### src/rtl/tile_fb_scaler.sv
// Tile-grid framebuffer reader: maps VGA positions onto a scaled tile
// array and aligns sync/pixel data to the pixel RAM read latency.
module tile_fb_scaler #(
  parameter int AW = 8,
  parameter int DW = 3,
  parameter int SCALE = 64,
  parameter int GRID_W = 16,
  parameter int GRID_H = 12,
  parameter int ORIGIN_X = 0,
  parameter int ORIGIN_Y = 0,
  parameter int RD_LAT = 1,
  parameter logic [DW-1:0] BORDER = '0
) (
  input  logic          clk,
  input  logic          rst,
  input  logic [11:0]   pos_x,
  input  logic [11:0]   pos_y,
  input  logic          de_in,
  input  logic          hsync_n_in,
  input  logic          vsync_n_in,
  output logic [AW-1:0] mem_addr,
  input  logic [DW-1:0] mem_data,
  output logic [DW-1:0] pixel_out,
  output logic          hsync_n_out,
  output logic          vsync_n_out,
  output logic          frame_start
);

  localparam int L = RD_LAT + 2;
  localparam int SW = (SCALE > 1) ? $clog2(SCALE) : 1;
  localparam logic [SW-1:0] SMAX = SW'(SCALE - 1);
  localparam logic [AW-1:0] CMAX = AW'(GRID_W - 1);
  localparam logic [AW-1:0] RMAX = AW'(GRID_H - 1);
  localparam logic [AW-1:0] GWA = AW'(GRID_W);
  localparam logic [12:0] X0 = 13'(ORIGIN_X);
  localparam logic [12:0] X1 = 13'(ORIGIN_X + GRID_W * SCALE);
  localparam logic [12:0] Y0 = 13'(ORIGIN_Y);
  localparam logic [12:0] Y1 = 13'(ORIGIN_Y + GRID_H * SCALE);
  // delay-line word: {hsync, vsync, de, in_grid, frame flag}
  localparam logic [4:0] IDLE = 5'b11000;

  typedef enum logic {UNSYNC, SYNC} state_t;

  state_t state;
  logic vs_q;
  logic de_q;
  logic ln_ok;
  logic armed;
  logic [SW-1:0] sub_x;
  logic [SW-1:0] sub_y;
  logic [AW-1:0] col;
  logic [AW-1:0] row;
  logic [AW-1:0] row_base;
  logic [L-2:0][4:0] dl;

  logic sync_ok;
  logic x_in;
  logic y_in;
  logic in_grid;
  logic x_clr;
  logic vs_fall;
  logic de_fall;
  logic fs_flag;
  logic [SW-1:0] cur_sub;
  logic [AW-1:0] cur_col;

  assign sync_ok = (state == SYNC);
  assign x_in = ({1'b0, pos_x} >= X0) && ({1'b0, pos_x} < X1);
  assign y_in = ({1'b0, pos_y} >= Y0) && ({1'b0, pos_y} < Y1);
  assign in_grid = sync_ok & de_in & x_in & y_in;
  assign x_clr = de_in && ({1'b0, pos_x} == X0);
  assign vs_fall = vs_q & ~vsync_n_in;
  assign de_fall = de_q & ~de_in;
  assign fs_flag = sync_ok & armed & de_in;
  // the origin pixel addresses column 0 in the same cycle it clears
  assign cur_sub = x_clr ? '0 : sub_x;
  assign cur_col = x_clr ? '0 : col;

  // sync state: locks on the first vsync falling edge
  always_ff @(posedge clk or negedge rst) begin
    if (!rst) state <= UNSYNC;
    else if (vs_fall) state <= SYNC;
  end

  // edge detectors, line-qualify flag and frame-start arming
  always_ff @(posedge clk or negedge rst) begin
    if (!rst) begin
      vs_q <= 1'b1;
      de_q <= 1'b0;
      ln_ok <= 1'b0;
      armed <= 1'b0;
    end else begin
      vs_q <= vsync_n_in;
      de_q <= de_in;
      if (de_in) ln_ok <= ({1'b0, pos_y} >= Y0);
      if (vs_fall) armed <= 1'b1;
      else if (fs_flag) armed <= 1'b0;
    end
  end

  // horizontal tile counters, col saturates at the last tile
  always_ff @(posedge clk or negedge rst) begin
    if (!rst) begin
      sub_x <= '0;
      col <= '0;
    end else if (in_grid) begin
      if (cur_sub == SMAX) begin
        sub_x <= '0;
        col <= (cur_col == CMAX) ? CMAX : cur_col + 1'b1;
      end else begin
        sub_x <= cur_sub + 1'b1;
        col <= cur_col;
      end
    end else if (x_clr) begin
      sub_x <= '0;
      col <= '0;
    end
  end

  // vertical tile counters, vsync clear beats the line advance
  always_ff @(posedge clk or negedge rst) begin
    if (!rst) begin
      sub_y <= '0;
      row <= '0;
      row_base <= '0;
    end else if (vs_fall) begin
      sub_y <= '0;
      row <= '0;
      row_base <= '0;
    end else if (de_fall && ln_ok) begin
      if (sub_y == SMAX) begin
        sub_y <= '0;
        if (row != RMAX) begin
          row <= row + 1'b1;
          row_base <= row_base + GWA;
        end
      end else begin
        sub_y <= sub_y + 1'b1;
      end
    end
  end

  // RAM address, held across pixels outside the grid
  always_ff @(posedge clk or negedge rst) begin
    if (!rst) mem_addr <= '0;
    else if (in_grid) mem_addr <= row_base + cur_col;
  end

  // control delay line matching the RAM read latency
  always_ff @(posedge clk or negedge rst) begin
    if (!rst) dl <= {(L-1){IDLE}};
    else dl <= {dl[L-3:0], {hsync_n_in, vsync_n_in, de_in & sync_ok, in_grid, fs_flag}};
  end

  // output stage: blank, RAM pixel or border colour
  always_ff @(posedge clk or negedge rst) begin
    if (!rst) begin
      pixel_out <= '0;
      hsync_n_out <= 1'b1;
      vsync_n_out <= 1'b1;
      frame_start <= 1'b0;
    end else begin
      hsync_n_out <= dl[L-2][4];
      vsync_n_out <= dl[L-2][3];
      frame_start <= dl[L-2][0];
      if (!dl[L-2][2]) pixel_out <= '0;
      else if (dl[L-2][1]) pixel_out <= mem_data;
      else pixel_out <= BORDER;
    end
  end

endmodule

### config.mk
export PLATFORM = sky130hd
export DESIGN_NAME = tile_fb_scaler
export DESIGN_NICKNAME = d
export VERILOG_FILES = /design/src/rtl/tile_fb_scaler.sv
export SDC_FILE = /design/constraint.sdc
export NUM_CORES = 1
export LEC_CHECK = 0
export CAP_MARGIN = 20
export CORE_ASPECT_RATIO = 0.5
export CORE_MARGIN = 2
export CORE_UTILIZATION = 50
export CTS_CLUSTER_DIAMETER = 60
export CTS_CLUSTER_SIZE = 25
export DETAILED_ROUTE_END_ITERATION = 8
export DONT_BUFFER_PORTS = 1
export GPL_ROUTABILITY_DRIVEN = 0
export GPL_TIMING_DRIVEN = 0
export PLACE_DENSITY_LB_ADDON = 0.25
export SLEW_MARGIN = 25
export SYNTH_ARGS = -nofsm -noshare
export SYNTH_HDL_FRONTEND = slang
export SYNTH_SLANG_ARGS = --single-unit
### constraint.sdc
create_clock -name clk -period 1.75 [get_ports clk]
set_input_delay 0.175 -clock clk [delete_from_list [all_inputs] [get_ports clk]]
set_output_delay 0.175 -clock clk [all_outputs]
set_load 0.03 [all_outputs]
# Word-level counts from Yosys, hierarchy flattened
# Cells that the tools add are included.
# op_classes
n_addsub	6
n_lt_le_gt_ge	2
n_eq_ne	4
mux	22
bitwise	9
reduce_logical	8
# ops
operator	count
two-way mux 8 bit	12
two-way mux 6 bit	6
adder 8 x 1 -> 8 bit (second input constant)	2
adder 6 x 1 -> 6 bit (second input constant)	2
== test 6 bit (second input constant)	2
logical NOT 12 bit	1
< comparator 12 x 10 -> 1 bit (second input constant)	1
< comparator 12 x 11 -> 1 bit (second input constant)	1
adder 8 x 5 -> 8 bit (second input constant)	1
adder 8 bit	1
== test 8 x 4 -> 1 bit (second input constant)	1
inequality test 8 x 4 -> 1 bit (second input constant)	1
nonzero test 2 bit	4
bitwise AND 1 bit	7
two-way mux 3 bit	2
AND reduction 3 bit	1
logical AND 1 bit	2
two-way mux 1 bit	2
inverter 1 bit	2
# word_totals
reg_bits	65
input_bits	32
output_inout_bits	14
word_cells	68

# Depth between registers and ports, before layout
# depth
ltp_word	7
mapped_depth	10
depth_no_buf	9

# Worst setup path after synthesis
# OpenSTA, ideal clock, no wires.
# synth_timing
path_type	input-to-reg
startpoint	in pos_x[7]
endpoint	reg mem_addr[7]
setup_time_ns	0.095
arrival_ns	1.957
required_ns	1.655
path_slack_ns	-0.303
path_stages	10
n_path_buf	1
path_cell_list	nor4_1 -> nand4_1 -> buf_2 -> and2_1 -> ha_1 -> inv_1 -> a211o_1 -> a21oi_1 -> nor3_1 -> o31ai_1
# synth_between
elab_chain_len	4
word_cells_on_any_way	7
classes_between	add/sub (1); order compare (1); mux (1); bitwise (2); reduce/logical (2)
# synth_lines
item	line	rtl
start: declaration	16	input logic [11:0] pos_x,
logical NOT 12 bit	71	assign x_clr = de_in && ({1'b0, pos_x} == X0);
logical AND 1 bit	71	
two-way mux 8 bit	-	
adder 8 bit	146	else if (in_grid) mem_addr <= row_base + cur_col;
end signal: assignment	146	
end: declaration	21	output logic [AW-1:0] mem_addr,
# Several ways; a longest one is shown, not always the timed one.
# A chain may end at the register's enable or synchronous reset.

# Final worst setup path
# layout_timing
startpoint	in pos_x[6]
endpoint	reg mem_addr[7]
# The elaborated chain is that of the path after synthesis.

==> run summary <==
==================================================================================
Area contributors post-synth                                          sky130_fd_sc_hd__dfrtp_1, sky130_fd_sc_hd__dfstp_2, sky130_fd_sc_hd__xor2_1
Setup violation total in the final timing report                                 0
Clock tree from TritonCTS                                                      yes
Total detailed-routing wirelength                                         5.522 mm
Number of maximum-capacitance constraint violations                              0
Count of warnings emitted by yosys                                               0
Via-per-instance ratio                                                       5.566
Top cell family by delay on the critical path                         simple AND/OR/NAND/NOR gates
Critical Path Max Stage Delay                                               270 ps
Antenna violations before repair                                                 0
Synthesized flop and latch total                                                60
Sequential-to-total area share from yosys stat                              53.01%
N_diodes                                                                         0
Per-cell routed wire length                                               14.69 um
Met1 wire length                                                          2.512 mm
Distinct cell type count of the synthesized netlist                             50
Reg clk slew, reported paths                                                 50 ps
Total met3 wirelength after detailed routing                                176 um
Cell area after technology mapping                                       2846 um^2
Combined buffer and inverter count along the critical path                       2
Number of buffers created by CTS                                                 9
Result of the run                                                        completed
Die height                                                                57.35 um
# port buffers                                                                   0
Wire length of the first global-routing pass                              9.798 mm
Yosys top cell by area                                                sky130_fd_sc_hd__dfrtp_1
Fraction of synthesized cell area taken by the top area cell type           47.47%
Share of power burned in registers                                           40.6%
Measured slew at the worst slew-check pin                                 488.7 ps
Filler cell count                                                              401
Combinational power share                                                     5.4%
Clock root buffer master                                              sky130_fd_sc_hd__clkbuf_16
Crit path DAT                                                              1890 ps
Detailed Route Iter0 Violations                                                 81
Final number of max-transition violations                                        0
Crit path kind                                                           in -> reg
Design internal power                                                      2954 uW
Sw power                                                                  750.8 uW
Sinks on Clock Net                                                              60
CTS max path bufs                                                                2
Via count of the first global-routing pass                                    2096
Maximum fanout encountered on the critical timing path                           3
Pwr dens                                                              1054 nW/um^2
Rel. slew slack                                                             67.15%
RSZ-0062 raised after global routing                                          true
Clock latency at the later pin of the worst-skew pair                       320 ps
Worst EP required                                                          1980 ps
Final cell utilization of the core                                          63.98%
Cell types with the highest counts after synthesis                    sky130_fd_sc_hd__dfrtp_1, sky130_fd_sc_hd__nand2_1, sky130_fd_sc_hd__nor2_1, sky130_fd_sc_hd__xor2_1, sky130_fd_sc_hd__nand3_1
Die boundary width                                                        110.7 um
Number of placement rows                                                        19
Count of vias placed by the detailed router                                   2093
Worst min path class                                                     in -> reg
Largest net degree at the start of global routing                               61
Launching element type of the critical path                              input pin
Met2 routed WL                                                            2.774 mm
Final cycle utilization of the critical path                                95.17%
Max H-tree Level                                                                 3
Area added between synthesis and finish                                     23.43%
DRC violation count after routing                                                0
Initial core utilization                                                    51.83%
Highest clock frequency the design can meet                             0.6005 GHz
Total GRT Usage                                                             19.53%
Highest metal used                                                            met4
R2R setup slack                                                             100 ps
Maximum VDD drop                                                          546.1 uV
I/O pin cnt                                                                     46
Setup Total Neg Slack                                                         0 ps
Post-Synthesis Mean Instance Area                                       10.31 um^2
Global-route congestion overflow total                                           0
Placed wire-length estimate                                               3.595 mm
Cell at the slowest stage of the critical path                        sky130_fd_sc_hd__nor4b_4
1st-pass router iterations                                                       5
Cells along the critical path                                         nor4b_4, nand4_1, buf_6, and2_4, ha_4, inv_2, a211o_1, a21oi_2, nor3_1, o31ai_2
Critical Path End Type                                                   flip-flop
Finished layout cell area                                                3513 um^2
Most frequent cell after synthesis                                    sky130_fd_sc_hd__dfrtp_1
Share of final-layout standard cells stronger than drive strength 1         22.11%
Final critical-path required period                                        1665 ps
Share of synthesized flip-flops with an asynchronous set or reset           100.0%
Final hold violation count                                                       0
Most used flip-flop cell after synthesis                              sky130_fd_sc_hd__dfrtp_1
DRT antenna net count                                                            0
Leakage power                                                          0.001599 uW
Area after DPL                                                           2997 um^2
Number of synthesized flops with an enable pin                                   0
Worst clock skew                                                          8.963 ps
Part of the total power dissipated in the clock network                      54.0%
Syn_nets                                                                       315
Layout net count                                                               337
Switching Fraction                                                          20.27%
Die Outline Area                                                         6349 um^2
Area of the placeable core                                               5492 um^2
Post-Synthesis Cells                                                           276
==================================================================================
-- power groups by stage --
stage                     Clock (uW)  Combinational (uW)  Sequential, uW
after floorplan                    0                 112            1510
after global routing            2110                 235            1510
final                           2000                 201            1500
after global placement             0                 130            1520
after CTS                       2030                 186            1500
after detailed placement           0                 136            1520
-- cell families (layout without fill, tap and decap cells) --
family / after synthesis / in the layout / share of synthesized area (%)
XOR/XNOR: 23 / 23 / 7.077
adder cells (fa/ha/maj): 7 / 7 / 3.077
other: 1 / 1 / 0.1317
multiplexers: 6 / 6 / 2.198
AND/OR/NAND/NOR: 123 / 123 / 23.12
flip-flops: 60 / 60 / 53.01
AO/OA/AOI/OAI: 37 / 37 / 8.484
buffers and inverters: 19 / 46 / 2.901
-- worst register-to-register path: stages, from the launching register on --
cell and delay [ps]:
sky130_fd_sc_hd__dfrtp_1 380, sky130_fd_sc_hd__and2_1 180, sky130_fd_sc_hd__ha_2 220, sky130_fd_sc_hd__nand4_1 130, sky130_fd_sc_hd__buf_4 170, sky130_fd_sc_hd__nor4_1 230, sky130_fd_sc_hd__xnor2_1 160, sky130_fd_sc_hd__nor2_1 50
-- registers in the layout, indices dropped and copies added, names as in the netlist --
register	flops
dl	10
col	8
mem_addr	8
row	8
sub_x	6
sub_y	6
row_base	4
pixel_out	3
armed	1
de_q	1
frame_start	1
hsync_n_out	1
ln_ok	1
state	1
vsync_n_out	1
-- cell usage in the layout, fill, tap and decap left out, types with 3 or more instances in the layout --
cell type and n:
sky130_fd_sc_hd__ha_1 3, sky130_fd_sc_hd__dfstp_2 6, sky130_fd_sc_hd__ha_4 3, sky130_fd_sc_hd__buf_4 6, sky130_fd_sc_hd__xnor2_1 5, sky130_fd_sc_hd__nor2_1 29
sky130_fd_sc_hd__and4_1 3, sky130_fd_sc_hd__buf_2 7, sky130_fd_sc_hd__o21ai_0 10, sky130_fd_sc_hd__and3_1 7, sky130_fd_sc_hd__clkinv_2 3, sky130_fd_sc_hd__dlygate4sd3_1 4
sky130_fd_sc_hd__and2_4 3, sky130_fd_sc_hd__and2_1 3, sky130_fd_sc_hd__dfrtp_1 54, sky130_fd_sc_hd__nand3_1 14, sky130_fd_sc_hd__bufinv_16 3, sky130_fd_sc_hd__clkbuf_16 9
sky130_fd_sc_hd__a21oi_1 8, sky130_fd_sc_hd__o211ai_1 3, sky130_fd_sc_hd__mux2i_1 4, sky130_fd_sc_hd__clkbuf_1 6, sky130_fd_sc_hd__xor2_1 18, sky130_fd_sc_hd__nor3_1 5
sky130_fd_sc_hd__nand4_1 11, sky130_fd_sc_hd__nand2_1 28
-- area by class of cell --
type                       count  area [um^2]  share of cell area [%]
timing repair buffer          11        112.6                   3.205
clock buffer                  11        242.7                   6.909
sequential                    60         1509                   42.95
tap                           73        91.34                   2.600
buffer                        14        68.82                   1.959
inverter                       5        20.02                  0.5698
clock inverter                 5        100.1                   2.849
multi-input combinational    197         1369                   38.96
-- timing repair --
item | 4_1_cts | 5_1_grt
setup buffers | 3 | 3
setup endpoints to repair | 5 | 10
hold buffers | 5 | 0
endpoints found under the hold margin | 64 | 0
pin swaps | 1 | 1
resized for setup | 1 | 10
-- layer usage --
layer | global-route usage, % | up-vias
met5 | 0 | -
met4 | 5.893 | 0
met3 | 6.482 | 9
met2 | 33.57 | 35
met1 | 24.12 | 1038
li1 | - | 1011
-- per-stage QoR --
step	power (uW)	hold WS (ps)	setup slack (ps)	instances
4_1_cts	3720	11.52	6.370	373
3_3_place_gp	1651	-119.5	-364.6	349
2_1_floorplan	1624	-120.6	-131.7	276
6_report	3704	20.49	84.61	376
5_1_grt	3853	4.456	-24.94	376
3_5_place_dp	1660	-119.6	-420.2	349
-- path summary, 6_finish.rpt --
path | end | depth (start not counted) | from
max in group asynchronous | vsync_n_out | 2 | rst
hold / removal | pixel_out[2] | 1 | mem_data[2]
min in group asynchronous | sub_x[3] | 2 | rst
setup reg to reg | col[6] | 7 | col[0]
hold reg to reg | frame_start | 0 | dl[5]
setup / recovery | mem_addr[7] | 10 | pos_x[6]
Note: power is estimated with default switching activity, not from simulation.
